**config.mk**
```make
export PLATFORM = sky130hd
export DESIGN_NAME = jellyvl_cdc_input_filter
export DESIGN_NICKNAME = d
export VERILOG_FILES = /design/src/rtl/jellyvl_cdc_input_filter.sv
export SDC_FILE = /design/constraint.sdc
export NUM_CORES = 1
export LEC_CHECK = 0
export ABC_CLOCK_PERIOD_IN_PS = 2200
export CAP_MARGIN = 40
export CORE_MARGIN = 10
export CORE_UTILIZATION = 44
export CTS_CLUSTER_SIZE = 24
export DETAILED_ROUTE_END_ITERATION = 10
export RECOVER_POWER = 25
export SLEW_MARGIN = 10
export SYNTH_ARGS = -nofsm -noshare
export SYNTH_HDL_FRONTEND = slang
export SYNTH_SLANG_ARGS = --single-unit
```
**constraint.sdc**
```tcl
create_clock -name clk -period 2.2 [get_ports clk]
set_input_delay 0.33 -clock clk [delete_from_list [all_inputs] [get_ports clk]]
set_output_delay 0.33 -clock clk [all_outputs]
set_load 0.01 [all_outputs]
```
**src/rtl/jellyvl_cdc_input_filter.sv**
```systemverilog
// ---------------------------------------------------------------------------
// jellyvl_cdc_input_filter
//
// Multi-channel synchroniser and glitch filter for asynchronous level inputs
// (buttons, DIP switches, external status and interrupt lines).
//
// Each channel:
//   in_async -> SYNC_FF-deep synchroniser -> optional inversion -> stability
//   counter -> out_level, plus one-cycle out_rise / out_fall pulses.
//
// out_level only takes a new value after the synchronised level has differed
// from it for FILTER_CYCLES consecutive enabled (cke=1) cycles. Any return to
// the current level before that restarts the count, so short glitches never
// reach the output.
//
// Ports:
//   clk        sole clock
//   reset      synchronous, active-high reset (overrides cke)
//   cke        clock enable for the filter stage (synchroniser always runs)
//   in_async   [CHANNELS] asynchronous raw inputs
//   out_level  [CHANNELS] filtered level
//   out_rise   [CHANNELS] one-cycle pulse after out_level goes 0->1
//   out_fall   [CHANNELS] one-cycle pulse after out_level goes 1->0
//
// Parameters:
//   CHANNELS       number of independent channels (>=1)
//   SYNC_FF        synchroniser stages per channel (2..10)
//   FILTER_CYCLES  stable enabled cycles needed to accept a new level (>=1)
//   INIT_VALUE     reset value of the synchroniser stages and of out_level
//   INVERT         per-channel mask; set bit inverts the synchronised level
//   DEVICE         target device string; behaviour is the same for all values
// ---------------------------------------------------------------------------
module jellyvl_cdc_input_filter #(
  parameter int                  CHANNELS      = 4,
  parameter int                  SYNC_FF       = 3,
  parameter int                  FILTER_CYCLES = 16,
  parameter logic [CHANNELS-1:0] INIT_VALUE    = '0,
  parameter logic [CHANNELS-1:0] INVERT        = '0,
  parameter string               DEVICE        = "RTL"
) (
  input  logic                clk,
  input  logic                reset,
  input  logic                cke,
  input  logic [CHANNELS-1:0] in_async,
  output logic [CHANNELS-1:0] out_level,
  output logic [CHANNELS-1:0] out_rise,
  output logic [CHANNELS-1:0] out_fall
);

  // Counter wide enough to hold FILTER_CYCLES; in practice it stops at
  // FILTER_CYCLES-1 and never wraps.
  localparam int            CNT_W    = $clog2(FILTER_CYCLES + 1);
  localparam logic [CNT_W-1:0] CNT_LAST = CNT_W'(FILTER_CYCLES - 1);

  // -------------------------------------------------------------------------
  // Synchroniser: free-running, independent of cke, so the metastability
  // settling chain is never stalled. Stage 0 is the only consumer of
  // in_async; the raw input never reaches combinational logic.
  // -------------------------------------------------------------------------
  (* ASYNC_REG = "TRUE" *) logic [CHANNELS-1:0] sync_ff [SYNC_FF];

  // NOTE: sequential state is always updated with non-blocking assignments so
  // every stage samples the value its predecessor held before the edge.
  always_ff @(posedge clk) begin
    if (reset) begin
      for (int i = 0; i < SYNC_FF; i++) begin
        sync_ff[i] <= INIT_VALUE;
      end
    end else begin
      sync_ff[0] <= in_async;
      for (int i = 1; i < SYNC_FF; i++) begin
        sync_ff[i] <= sync_ff[i-1];
      end
    end
  end

  // Synchronised, polarity-corrected level seen by the filter.
  logic [CHANNELS-1:0] sync_level;
  assign sync_level = sync_ff[SYNC_FF-1] ^ INVERT;

  // -------------------------------------------------------------------------
  // Filter decode: which channels differ from their output, and which of
  // those complete their stability window on this edge.
  // -------------------------------------------------------------------------
  logic [CNT_W-1:0]    cnt [CHANNELS];
  logic [CHANNELS-1:0] differ;
  logic [CHANNELS-1:0] accept;

  // NOTE: every output of a combinational block gets a default first, so no
  // path through the block can leave it unassigned and infer a latch.
  always_comb begin
    differ = '0;
    accept = '0;
    for (int c = 0; c < CHANNELS; c++) begin
      differ[c] = sync_level[c] ^ out_level[c];
      accept[c] = cke && differ[c] && (cnt[c] == CNT_LAST);
    end
  end

  // -------------------------------------------------------------------------
  // Filter state: per-channel stability counter, filtered level and pulses.
  // Pulses default low each cycle, so they last exactly one cycle and are
  // always low after a cke=0 edge or a reset.
  // -------------------------------------------------------------------------
  // NOTE: the counters are a handful of flops, not a RAM, so they are reset
  // explicitly; a reset mid-count must discard all progress.
  always_ff @(posedge clk) begin
    if (reset) begin
      out_level <= INIT_VALUE;
      out_rise  <= '0;
      out_fall  <= '0;
      for (int c = 0; c < CHANNELS; c++) begin
        cnt[c] <= '0;
      end
    end else begin
      out_rise <= '0;
      out_fall <= '0;
      if (cke) begin
        for (int c = 0; c < CHANNELS; c++) begin
          if (!differ[c]) begin
            cnt[c] <= '0;
          end else if (accept[c]) begin
            out_level[c] <= sync_level[c];
            out_rise[c]  <= sync_level[c];
            out_fall[c]  <= ~sync_level[c];
            cnt[c]       <= '0;
          end else begin
            cnt[c] <= cnt[c] + 1'b1;
          end
        end
      end
    end
  end

endmodule

```
======== After elaboration in Yosys (flattened, before gate mapping) ========
Memories as Yosys holds them, arrays and structs flattened.
Index checks and enable logic that the tools add are counted.
storage, ports and cells
  register bits after elaboration ......... 12
  RAM bits ................................ 32
  input bits .............................. 7
  output and inout bits ................... 12
  logic and storage cells ................. 144
  memories ................................ 2
operators by class
  add/sub/neg operators ................... 4
  equality and inequality tests ........... 4
  muxes and demuxes ....................... 74
  bitwise gates (word level) .............. 32
  reduce and logical (&&, ||, !) cells .... 16
memory list
  name     words  width  rd ports  clocked after Yosys merged registers in  write ports  RTL line  text
  cnt      4      5      4         0                                        4            85        logic [CNT_W-1:0] cnt [CHANNELS];
  sync_ff  3      4      3         0                                        3            60        (* ASYNC_REG = "TRUE" *) logic [CHANNELS-1:0] sync_ff [SYNC_FF];
operator list
  kind                 number
  $mux 5               12
  $mux 1               59
  $add 5x1->5 const B  4
  $eq 5x4->1 const B   4
  $reduce_or 4->1      4
  $or 1x1->1           15
  $not 1->1            13
  $mux 4               3
  $reduce_and 3->1     4
  $logic_and 1x1->1    8
  $xor 1x1->1          4

======== Depth between registers and ports, before layout ========
Gate-level depths: netlist of run 1.
  depth after elaboration ................. 10
  mapped depth ............................ 6
  mapped depth without buffers ............ 6

======== Worst setup path after synthesis of run 1 ========
No wires, ideal clock.
  kind .................................... register to register
  from .................................... memory cnt[1][0] (netlist name)
  to ...................................... memory cnt[1][2] (netlist name), data pin
  library setup time ...................... 138 ps
  arrival ................................. 1475 ps
  data required time ...................... 2062 ps
  path slack .............................. 586 ps
  cell stages (with the launch flop) ...... 6
  buffers on the path ..................... 0
  period minus slack after synthesis ...... 1614 ps
  path through ............................ edfxtp_1 ha_1 and3_1 ha_1 or3_4 nor2_1
RTL lines
  item                RTL line
  start: declaration  85

==> metrics.txt, run 1 <==
# TYPE chip_impl_metric gauge
chip_impl_metric{name="worst_setup_hold_path_clk_slew",unit="ns"} 0.07
chip_impl_metric{name="critical_path_peak_fanout",unit=""} 5
chip_impl_info{name="mostFrequentLayoutCell",value="sky130_fd_sc_hd__dfxtp_1"} 1
chip_impl_info{name="rsz0062_at_grt",value="no"} 1
chip_impl_metric{name="postSynth.asyncResetShare",unit="%"} 0
chip_impl_metric{name="dp_hpwl",unit="mm"} 2.123
chip_impl_metric{name="clock_tree.buffer_depth",unit=""} 2
chip_impl_metric{name="starting_density_of_the_core",unit="%"} 46.76
chip_impl_metric{name="cp.arrival",unit="ns"} 1.92
chip_impl_metric{name="multiInputGateArea",unit="um2"} 626.9
chip_impl_info{name="startpoint_class_of_the_critical_path",value="flop"} 1
chip_impl_metric{name="final_net_count",unit=""} 189
chip_impl_metric{name="synth_seq_cells",unit=""} 44
chip_impl_metric{name="worstMarginPinSlew",unit="ns"} 0.4906
chip_impl_metric{name="final.setup_skew",unit="ns"} 0.005605
chip_impl_info{name="timing.setup.critical_path_class",value="reg2reg"} 1
chip_impl_metric{name="p_int",unit="mW"} 1.159
chip_impl_metric{name="power.ir.vdd_worst",unit="mV"} 0.4499
chip_impl_metric{name="synth_cell_types",unit=""} 19
chip_impl_metric{name="pin_count_of_the_biggest_net_entering_global_routing",unit=""} 21
chip_impl_info{name="synthFlopType",value="sky130_fd_sc_hd__dfxtp_1"} 1
chip_impl_metric{name="via_per_inst",unit=""} 4.731
chip_impl_metric{name="global_route_congestion_overflow_total",unit=""} 0
chip_impl_metric{name="final-setup-viol-count",unit=""} 0
chip_impl_info{name="worstHoldPathType",value="reg2reg"} 1
chip_impl_metric{name="timing.max_slew.rel_slack",unit="%"} 67.30
chip_impl_metric{name="dieHeight",unit="um"} 83.08
chip_impl_metric{name="number_of_gates_given_a_new_drive_strength_after_cts",unit=""} 0
chip_impl_metric{name="totalPowerFinal",unit="mW"} 1.454
chip_impl_metric{name="power.combinational.fraction",unit="%"} 4.1
chip_impl_metric{name="core_region_area",unit="mm2"} 0.003744
chip_impl_metric{name="postSynthAreaPerCell",unit="um2"} 11.75
chip_impl_metric{name="clock_latency_of_the_later_clocked_register_in_the_worst_skew_pair",unit="ns"} 0.29
chip_impl_metric{name="post_cts_setup_repair_bufs",unit=""} 0
chip_impl_metric{name="totalWireLength",unit="mm"} 2.868
chip_impl_metric{name="fmax",unit="GHz"} 0.5640
chip_impl_metric{name="synthesis.nets",unit=""} 164
chip_impl_metric{name="antenna_left",unit=""} 0
chip_impl_metric{name="gpl.final_weighted_congestion",unit=""} 0.6949
chip_impl_metric{name="cts_sinks",unit=""} 44
chip_impl_metric{name="seq_area_frac_synth",unit="%"} 61.76
chip_impl_metric{name="area.sequential",unit="mm2"} 0.001081
chip_impl_metric{name="final_period_minus_worst_setup_slack",unit="ns"} 1.773
chip_impl_metric{name="post-route-period-util",unit="%"} 80.59
chip_impl_metric{name="post_synth_inst_count",unit=""} 149
chip_impl_metric{name="port_buffers",unit=""} 18
chip_impl_metric{name="synth_area",unit="mm2"} 0.001750
chip_impl_metric{name="chipWidth",unit="um"} 83.08
chip_impl_metric{name="via_count_of_the_first_global_routing_pass",unit=""} 1045
chip_impl_metric{name="p_clk_share",unit="%"} 34.6
chip_impl_metric{name="drc_errors",unit=""} 0
chip_impl_metric{name="cts-buffers-inserted",unit=""} 5
chip_impl_metric{name="yosys_warns",unit=""} 0
chip_impl_metric{name="detailroute.via_count",unit=""} 1055
chip_impl_metric{name="number_of_antenna_repair_diodes",unit=""} 0
chip_impl_metric{name="max-cap-violations",unit=""} 0
chip_impl_metric{name="cts_htree_levels",unit=""} 2
chip_impl_metric{name="netSwitchingFraction",unit="%"} 20.29
chip_impl_metric{name="synth_enable_flop_cells",unit=""} 20
chip_impl_metric{name="post_cts_hold_buffer_count",unit=""} 0
chip_impl_metric{name="io-pin-count",unit=""} 19
chip_impl_info{name="result_of_the_run",value="finished, final reports clean"} 1
chip_impl_metric{name="starting_drc_count_in_detailed_routing",unit=""} 60
chip_impl_metric{name="final.setup.tns",unit="ns"} 0
chip_impl_metric{name="p_leak",unit="nW"} 0.7873
chip_impl_metric{name="finalMaxSlewViolations",unit=""} 0
chip_impl_metric{name="r2r_slack",unit="ns"} 0.43
chip_impl_metric{name="worstPathRequired",unit="ns"} 2.35
chip_impl_metric{name="flow.area_growth_from_synthesis",unit="%"} 18.58
chip_impl_info{name="cts.root.buffer_cell",value="sky130_fd_sc_hd__clkbuf_8"} 1
chip_impl_metric{name="final_core_utilization",unit="%"} 55.45
chip_impl_metric{name="pwr_cell_area",unit="mW/mm2"} 700.4
chip_impl_info{name="most-common-layout-cells",value="sky130_fd_sc_hd__dfxtp_1 (24), sky130_fd_sc_hd__nor2_1 (20), sky130_fd_sc_hd__edfxtp_1 (20)"} 1
chip_impl_info{name="setup.worst_path.end_class",value="flop"} 1
chip_impl_metric{name="p_sw",unit="mW"} 0.2950
chip_impl_metric{name="die_area",unit="mm2"} 0.006901
chip_impl_metric{name="n_fill_cell",unit=""} 352
chip_impl_metric{name="antenna_found_initial",unit=""} 0
chip_impl_metric{name="drt-wirelength-per-cell",unit="um"} 12.86
chip_impl_info{name="tritoncts",value="built"} 1
chip_impl_metric{name="grt_first_pass_wirelength",unit="mm"} 4.857
chip_impl_metric{name="globalRouteTotalUtil",unit="%"} 8.701
chip_impl_metric{name="drive_gt1_share",unit="%"} 6.857
chip_impl_metric{name="pwr-share-seq",unit="%"} 61.3
chip_impl_metric{name="drtPass1Iterations",unit=""} 4
chip_impl_metric{name="std_cell_rows",unit=""} 22
chip_impl_metric{name="finalHoldViolations",unit=""} 0
power groups by stage:
stage	Sequential, mW	Combinational [mW]	Clock (mW)
finish	0.892	0.0591	0.503
global route	0.895	0.0668	0.555
CTS	0.892	0.0627	0.523
detailed placement	0.911	0.0624	0
global placement	0.909	0.0602	0
floorplan	0.907	0.0409	0
cell families after synthesis:
family | count (synthesis) | synth area share, %
and+or+nand+nor | 71 | 22.94
DFF | 44 | 61.76
xor gates and xnor gates | 12 | 6.004
buffers and inverters | 10 | 2.430
adders and majority gates | 8 | 5.719
AOI/OAI and AO/OA | 4 | 1.144
stage by stage:
| step | hold WS, ns | cell area, um2 | worst slack (ns) | std cells |
|---|---|---|---|---|
| after global routing | 0.4517 | 2076 | 0.3760 | 223 |
| after global placement | 0.4193 | 1993 | 0.4809 | 215 |
| after detailed placement | 0.4229 | 1993 | 0.4407 | 215 |
| after floorplan | 0.4109 | 1750 | 0.5863 | 149 |
| final | 0.4355 | 2076 | 0.4270 | 223 |
| after CTS | 0.4414 | 2083 | 0.4313 | 223 |
critical path, stage by stage, from the launching register on:
cell,delay [ns]
sky130_fd_sc_hd__edfxtp_1,0.42
sky130_fd_sc_hd__ha_1,0.24
sky130_fd_sc_hd__and3_1,0.15
sky130_fd_sc_hd__ha_1,0.25
sky130_fd_sc_hd__or3_4,0.43
sky130_fd_sc_hd__nor2_1,0.13
sequential cells by signal (all words and copies together) (netlist names):
signal and count:
cnt 20, sync_ff 12, out_rise 4, out_level 4, out_fall 4
layer usage:
| metal | routed length (um) | track usage (%) | share of wire (%) |
|---|---|---|---|
| met2 | 1330 | 12.71 | 46 |
| met5 | 0 | 0 | 0 |
| met3 | 174 | 4.590 | 6.1 |
| met4 | 59 | 5.077 | 2.1 |
| met1 | 1304 | 9.829 | 45 |
synth_stat cells, types with 5 or more instances:
cell                        n  area [um2]
sky130_fd_sc_hd__and2b_1    8       60.06
sky130_fd_sc_hd__dfxtp_1   24       480.5
sky130_fd_sc_hd__edfxtp_1  20       600.6
sky130_fd_sc_hd__ha_1       8       100.1
sky130_fd_sc_hd__inv_1      8       30.03
sky130_fd_sc_hd__nand2_1   12       45.04
sky130_fd_sc_hd__nand3_1    8       40.04
sky130_fd_sc_hd__nor2_1    20       75.07
sky130_fd_sc_hd__nor2b_1    5       31.28
sky130_fd_sc_hd__nor3b_1    8       60.06
sky130_fd_sc_hd__xnor2_1    8       70.07
cell type report:
class                      instances  area share (%)
timing repair buffer              20           9.042
inverter                           8           1.447
multi-input combinational         95           30.20
tap                               48           2.893
sequential                        44           52.08
clock buffer                       7           4.159
clock inverter                     1          0.1808
path summary, 6_finish.rpt:
check | endpoint | start | cells past startpoint
hold / removal | sync_ff[0][5] | sync_ff[0][1] | 1
setup reg to reg | cnt[1][3] | cnt[1][0] | 5
hold reg to reg | sync_ff[0][5] | sync_ff[0][1] | 1
setup / recovery | cnt[1][3] | cnt[1][0] | 5
No activity file was read; power rests on OpenSTA's default activity.
==> run 2, diff against run 1 <==
--- a/config.mk
+++ b/config.mk
@@ -5,7 +5,7 @@
 export SDC_FILE = /design/constraint.sdc
 export NUM_CORES = 1
 export LEC_CHECK = 0
-export ABC_CLOCK_PERIOD_IN_PS = 2200
+export ABC_CLOCK_PERIOD_IN_PS = 1800
 export CAP_MARGIN = 40
 export CORE_MARGIN = 10
 export CORE_UTILIZATION = 44
==> constraint.sdc (replaced) <==
create_clock -name clk -period 1.8 [get_ports clk]
set_input_delay 0.27 -clock clk [delete_from_list [all_inputs] [get_ports clk]]
set_output_delay 0.27 -clock clk [all_outputs]
set_load 0.01 [all_outputs]
==> run 2 against run 1 <==
Setup slack got worse by 0.35 ns; global-route usage rose by 0.25 points; cell count rose by 3.6%; clock power rose by 46%; utilization is 2.1 points higher; sequential power rose by 22%; die area is the same; design area up 3.8%; clock-buffer cell count decreased by 1; sequential share of layout area fell by 1.9 points; largest cell class unchanged; highest routed layer unchanged.
==> metrics.txt, run 2 (synthesized netlist as in run 1, its figures left out) <==
# TYPE chip_impl_metric gauge
chip_impl_metric{name="p_clk_share",unit="%"} 38.4
chip_impl_metric{name="cts_sinks",unit=""} 44
chip_impl_info{name="cts.root.buffer_cell",value="sky130_fd_sc_hd__clkbuf_8"} 1
chip_impl_metric{name="dp_hpwl",unit="mm"} 2.064
chip_impl_metric{name="gpl.final_weighted_congestion",unit=""} 0.7227
chip_impl_info{name="startpoint_class_of_the_critical_path",value="flop"} 1
chip_impl_info{name="route.top_layer_used",value="met4"} 1
chip_impl_metric{name="worst_setup_hold_path_clk_slew",unit="ns"} 0.08
chip_impl_info{name="mostFrequentLayoutCell",value="sky130_fd_sc_hd__dfxtp_1"} 1
chip_impl_info{name="setup.worst_path.end_class",value="flop"} 1
chip_impl_metric{name="pwr-share-seq",unit="%"} 57.0
chip_impl_info{name="result_of_the_run",value="finished, final reports clean"} 1
chip_impl_metric{name="critical_path_peak_fanout",unit=""} 5
chip_impl_info{name="top_register",value="cnt"} 1
chip_impl_metric{name="power.combinational.fraction",unit="%"} 4.6
chip_impl_info{name="layout_top_registers",value="cnt x20, sync_ff x12"} 1
chip_impl_metric{name="flow.area_growth_from_synthesis",unit="%"} 23.09
chip_impl_metric{name="final_net_count",unit=""} 197
chip_impl_info{name="worstHoldPathType",value="reg2reg"} 1
chip_impl_metric{name="largest_register_ff_count",unit=""} 20
chip_impl_metric{name="grt_first_pass_wirelength",unit="mm"} 5.064
chip_impl_metric{name="starting_density_of_the_core",unit="%"} 46.76
chip_impl_metric{name="global_route_congestion_overflow_total",unit=""} 0
chip_impl_metric{name="clock_tree.buffer_depth",unit=""} 2
chip_impl_metric{name="totalWireLength",unit="mm"} 2.960
chip_impl_metric{name="via_count_of_the_first_global_routing_pass",unit=""} 1134
chip_impl_metric{name="dieHeight",unit="um"} 83.08
chip_impl_metric{name="finalHoldViolations",unit=""} 0
chip_impl_info{name="cp_cell_sequence",value="ha_2, and3_1, ha_1, or3_4, nor2_1"} 1
chip_impl_metric{name="starting_drc_count_in_detailed_routing",unit=""} 37
chip_impl_metric{name="detailroute.via_count",unit=""} 1106
chip_impl_metric{name="n_fill_cell",unit=""} 313
chip_impl_info{name="most-common-layout-cells",value="sky130_fd_sc_hd__dfxtp_1 (24), sky130_fd_sc_hd__nor2_1 (20), sky130_fd_sc_hd__edfxtp_1 (20)"} 1
chip_impl_metric{name="antenna_left",unit=""} 0
chip_impl_metric{name="std_cell_rows",unit=""} 22
chip_impl_metric{name="worstPathRequired",unit="ns"} 1.95
chip_impl_metric{name="drt-wirelength-per-cell",unit="um"} 12.81
chip_impl_metric{name="timing.max_slew.rel_slack",unit="%"} 67.64
chip_impl_metric{name="pwr_cell_area",unit="mW/mm2"} 886.8
chip_impl_metric{name="p_int",unit="mW"} 1.531
chip_impl_metric{name="final_core_utilization",unit="%"} 57.55
chip_impl_metric{name="cts_htree_levels",unit=""} 2
chip_impl_metric{name="power.ir.vdd_worst",unit="mV"} 0.8906
chip_impl_metric{name="p_sw",unit="mW"} 0.3796
chip_impl_metric{name="max-cap-violations",unit=""} 0
chip_impl_metric{name="clock_latency_of_the_later_clocked_register_in_the_worst_skew_pair",unit="ns"} 0.30
chip_impl_metric{name="chipWidth",unit="um"} 83.08
chip_impl_metric{name="multiInputGateArea",unit="um2"} 631.9
chip_impl_metric{name="die_area",unit="mm2"} 0.006901
chip_impl_metric{name="met2RoutedLength",unit="mm"} 1.402
chip_impl_metric{name="pin_count_of_the_biggest_net_entering_global_routing",unit=""} 21
chip_impl_metric{name="final-setup-viol-count",unit=""} 0
chip_impl_info{name="critPathSlowestCell",value="sky130_fd_sc_hd__or3_4"} 1
chip_impl_metric{name="globalRouteTotalUtil",unit="%"} 8.948
chip_impl_metric{name="final.setup_skew",unit="ns"} 0.01123
chip_impl_metric{name="core_region_area",unit="mm2"} 0.003744
chip_impl_metric{name="finalMaxSlewViolations",unit=""} 0
chip_impl_metric{name="met3_wirelength",unit="um"} 187
chip_impl_metric{name="p_leak",unit="nW"} 0.8327
chip_impl_metric{name="port_buffers",unit=""} 18
chip_impl_metric{name="drc_errors",unit=""} 0
chip_impl_metric{name="fmax",unit="GHz"} 0.5794
chip_impl_info{name="tritoncts",value="built"} 1
chip_impl_metric{name="drive_gt1_share",unit="%"} 12.02
chip_impl_metric{name="via_per_inst",unit=""} 4.788
chip_impl_metric{name="worstMarginPinSlew",unit="ns"} 0.4854
chip_impl_metric{name="netSwitchingFraction",unit="%"} 19.87
chip_impl_metric{name="drtPass1Iterations",unit=""} 4
chip_impl_metric{name="final.setup.tns",unit="ns"} 0
chip_impl_metric{name="post-route-period-util",unit="%"} 95.88
chip_impl_metric{name="cts-buffers-inserted",unit=""} 5
chip_impl_metric{name="cp.arrival",unit="ns"} 1.88
chip_impl_metric{name="io-pin-count",unit=""} 19
chip_impl_metric{name="number_of_antenna_repair_diodes",unit=""} 0
chip_impl_metric{name="crit_path_max_incr_delay",unit="ns"} 0.43
chip_impl_metric{name="wl_met1",unit="mm"} 1.337
chip_impl_info{name="timing.setup.critical_path_class",value="reg2reg"} 1
chip_impl_metric{name="antenna_found_initial",unit=""} 0
chip_impl_metric{name="final_period_minus_worst_setup_slack",unit="ns"} 1.726
chip_impl_metric{name="area.sequential",unit="mm2"} 0.001081
-- run 2: changes by cell type in the layout (fill, tap and decap cells not counted) --
cell	change
sky130_fd_sc_hd__buf_4	+7
sky130_fd_sc_hd__ha_1	-2
sky130_fd_sc_hd__ha_2	+2
sky130_fd_sc_hd__bufinv_16	+1
sky130_fd_sc_hd__clkbuf_1	+1
sky130_fd_sc_hd__clkbuf_8	-1
sky130_fd_sc_hd__clkinv_1	-1
sky130_fd_sc_hd__clkinv_2	+1
-- run 2: worst paths after layout --
kind | from | end | slack (ns) | cells past startpoint
worst max register to register | cnt[0][0] | cnt[0][2] | 0.07 | 5
worst min-delay path | sync_ff[0][7] | sync_ff[0][11] | 0.43 | 1
worst max-delay path | cnt[0][0] | cnt[0][2] | 0.07 | 5
worst min register to register | sync_ff[0][7] | sync_ff[0][11] | 0.43 | 1
-- run 2: repair_timing --
action	in CTS	in global routing
hold buffers	0	0
setup endpoints to repair	0	12
buffers inserted	0	5
gates resized for setup	0	2
-- run 2: stage by stage --
step | cell area [um2] | setup WS, ns | hold slack, ns | std cells | power [mW]
after detailed placement | 2016 | 0.04309 | 0.4200 | 218 | 1.196
after CTS | 2123 | 0.006805 | 0.4380 | 226 | 1.927
after global placement | 2016 | 0.08474 | 0.4165 | 218 | 1.192
final | 2155 | 0.07409 | 0.4317 | 231 | 1.911
after floorplan | 1750 | 0.1863 | 0.3952 | 149 | 1.158
after global routing | 2155 | -0.01478 | 0.4572 | 231 | 1.986
-- run 2: worst max-delay path: cells and delay by family, from the launching register on --
kind                       cells  cell delay [ns]
adders and majority gates      2             0.44
and+or+nand+nor                3             0.73
DFF                            1             0.42
-- run 2: metal layers --
metal	vias up	GRT usage, %
met4	0	3.692
met1	519	9.914
met2	24	14.18
met3	2	4.492
met5	-	0
li1	561	-
-- run 2: power groups by stage --
stage | registers (mW) | logic [mW] | clock network (mW)
3_5_place_dp | 1.11 | 0.0826 | 0
5_1_grt | 1.09 | 0.0993 | 0.793
6_report | 1.09 | 0.0877 | 0.733
4_1_cts | 1.09 | 0.0840 | 0.753
3_3_place_gp | 1.11 | 0.0804 | 0
2_1_floorplan | 1.11 | 0.0500 | 0
-- run 2: cell type report --
cell class,instances,area share [%]
Clock buffer,6,3.368
Clock inverter,2,1.626
Inverter,8,1.394
Multi-Input combinational cell,95,29.33
Sequential cell,44,50.17
Tap cell,48,2.787
Timing Repair Buffer,28,11.32
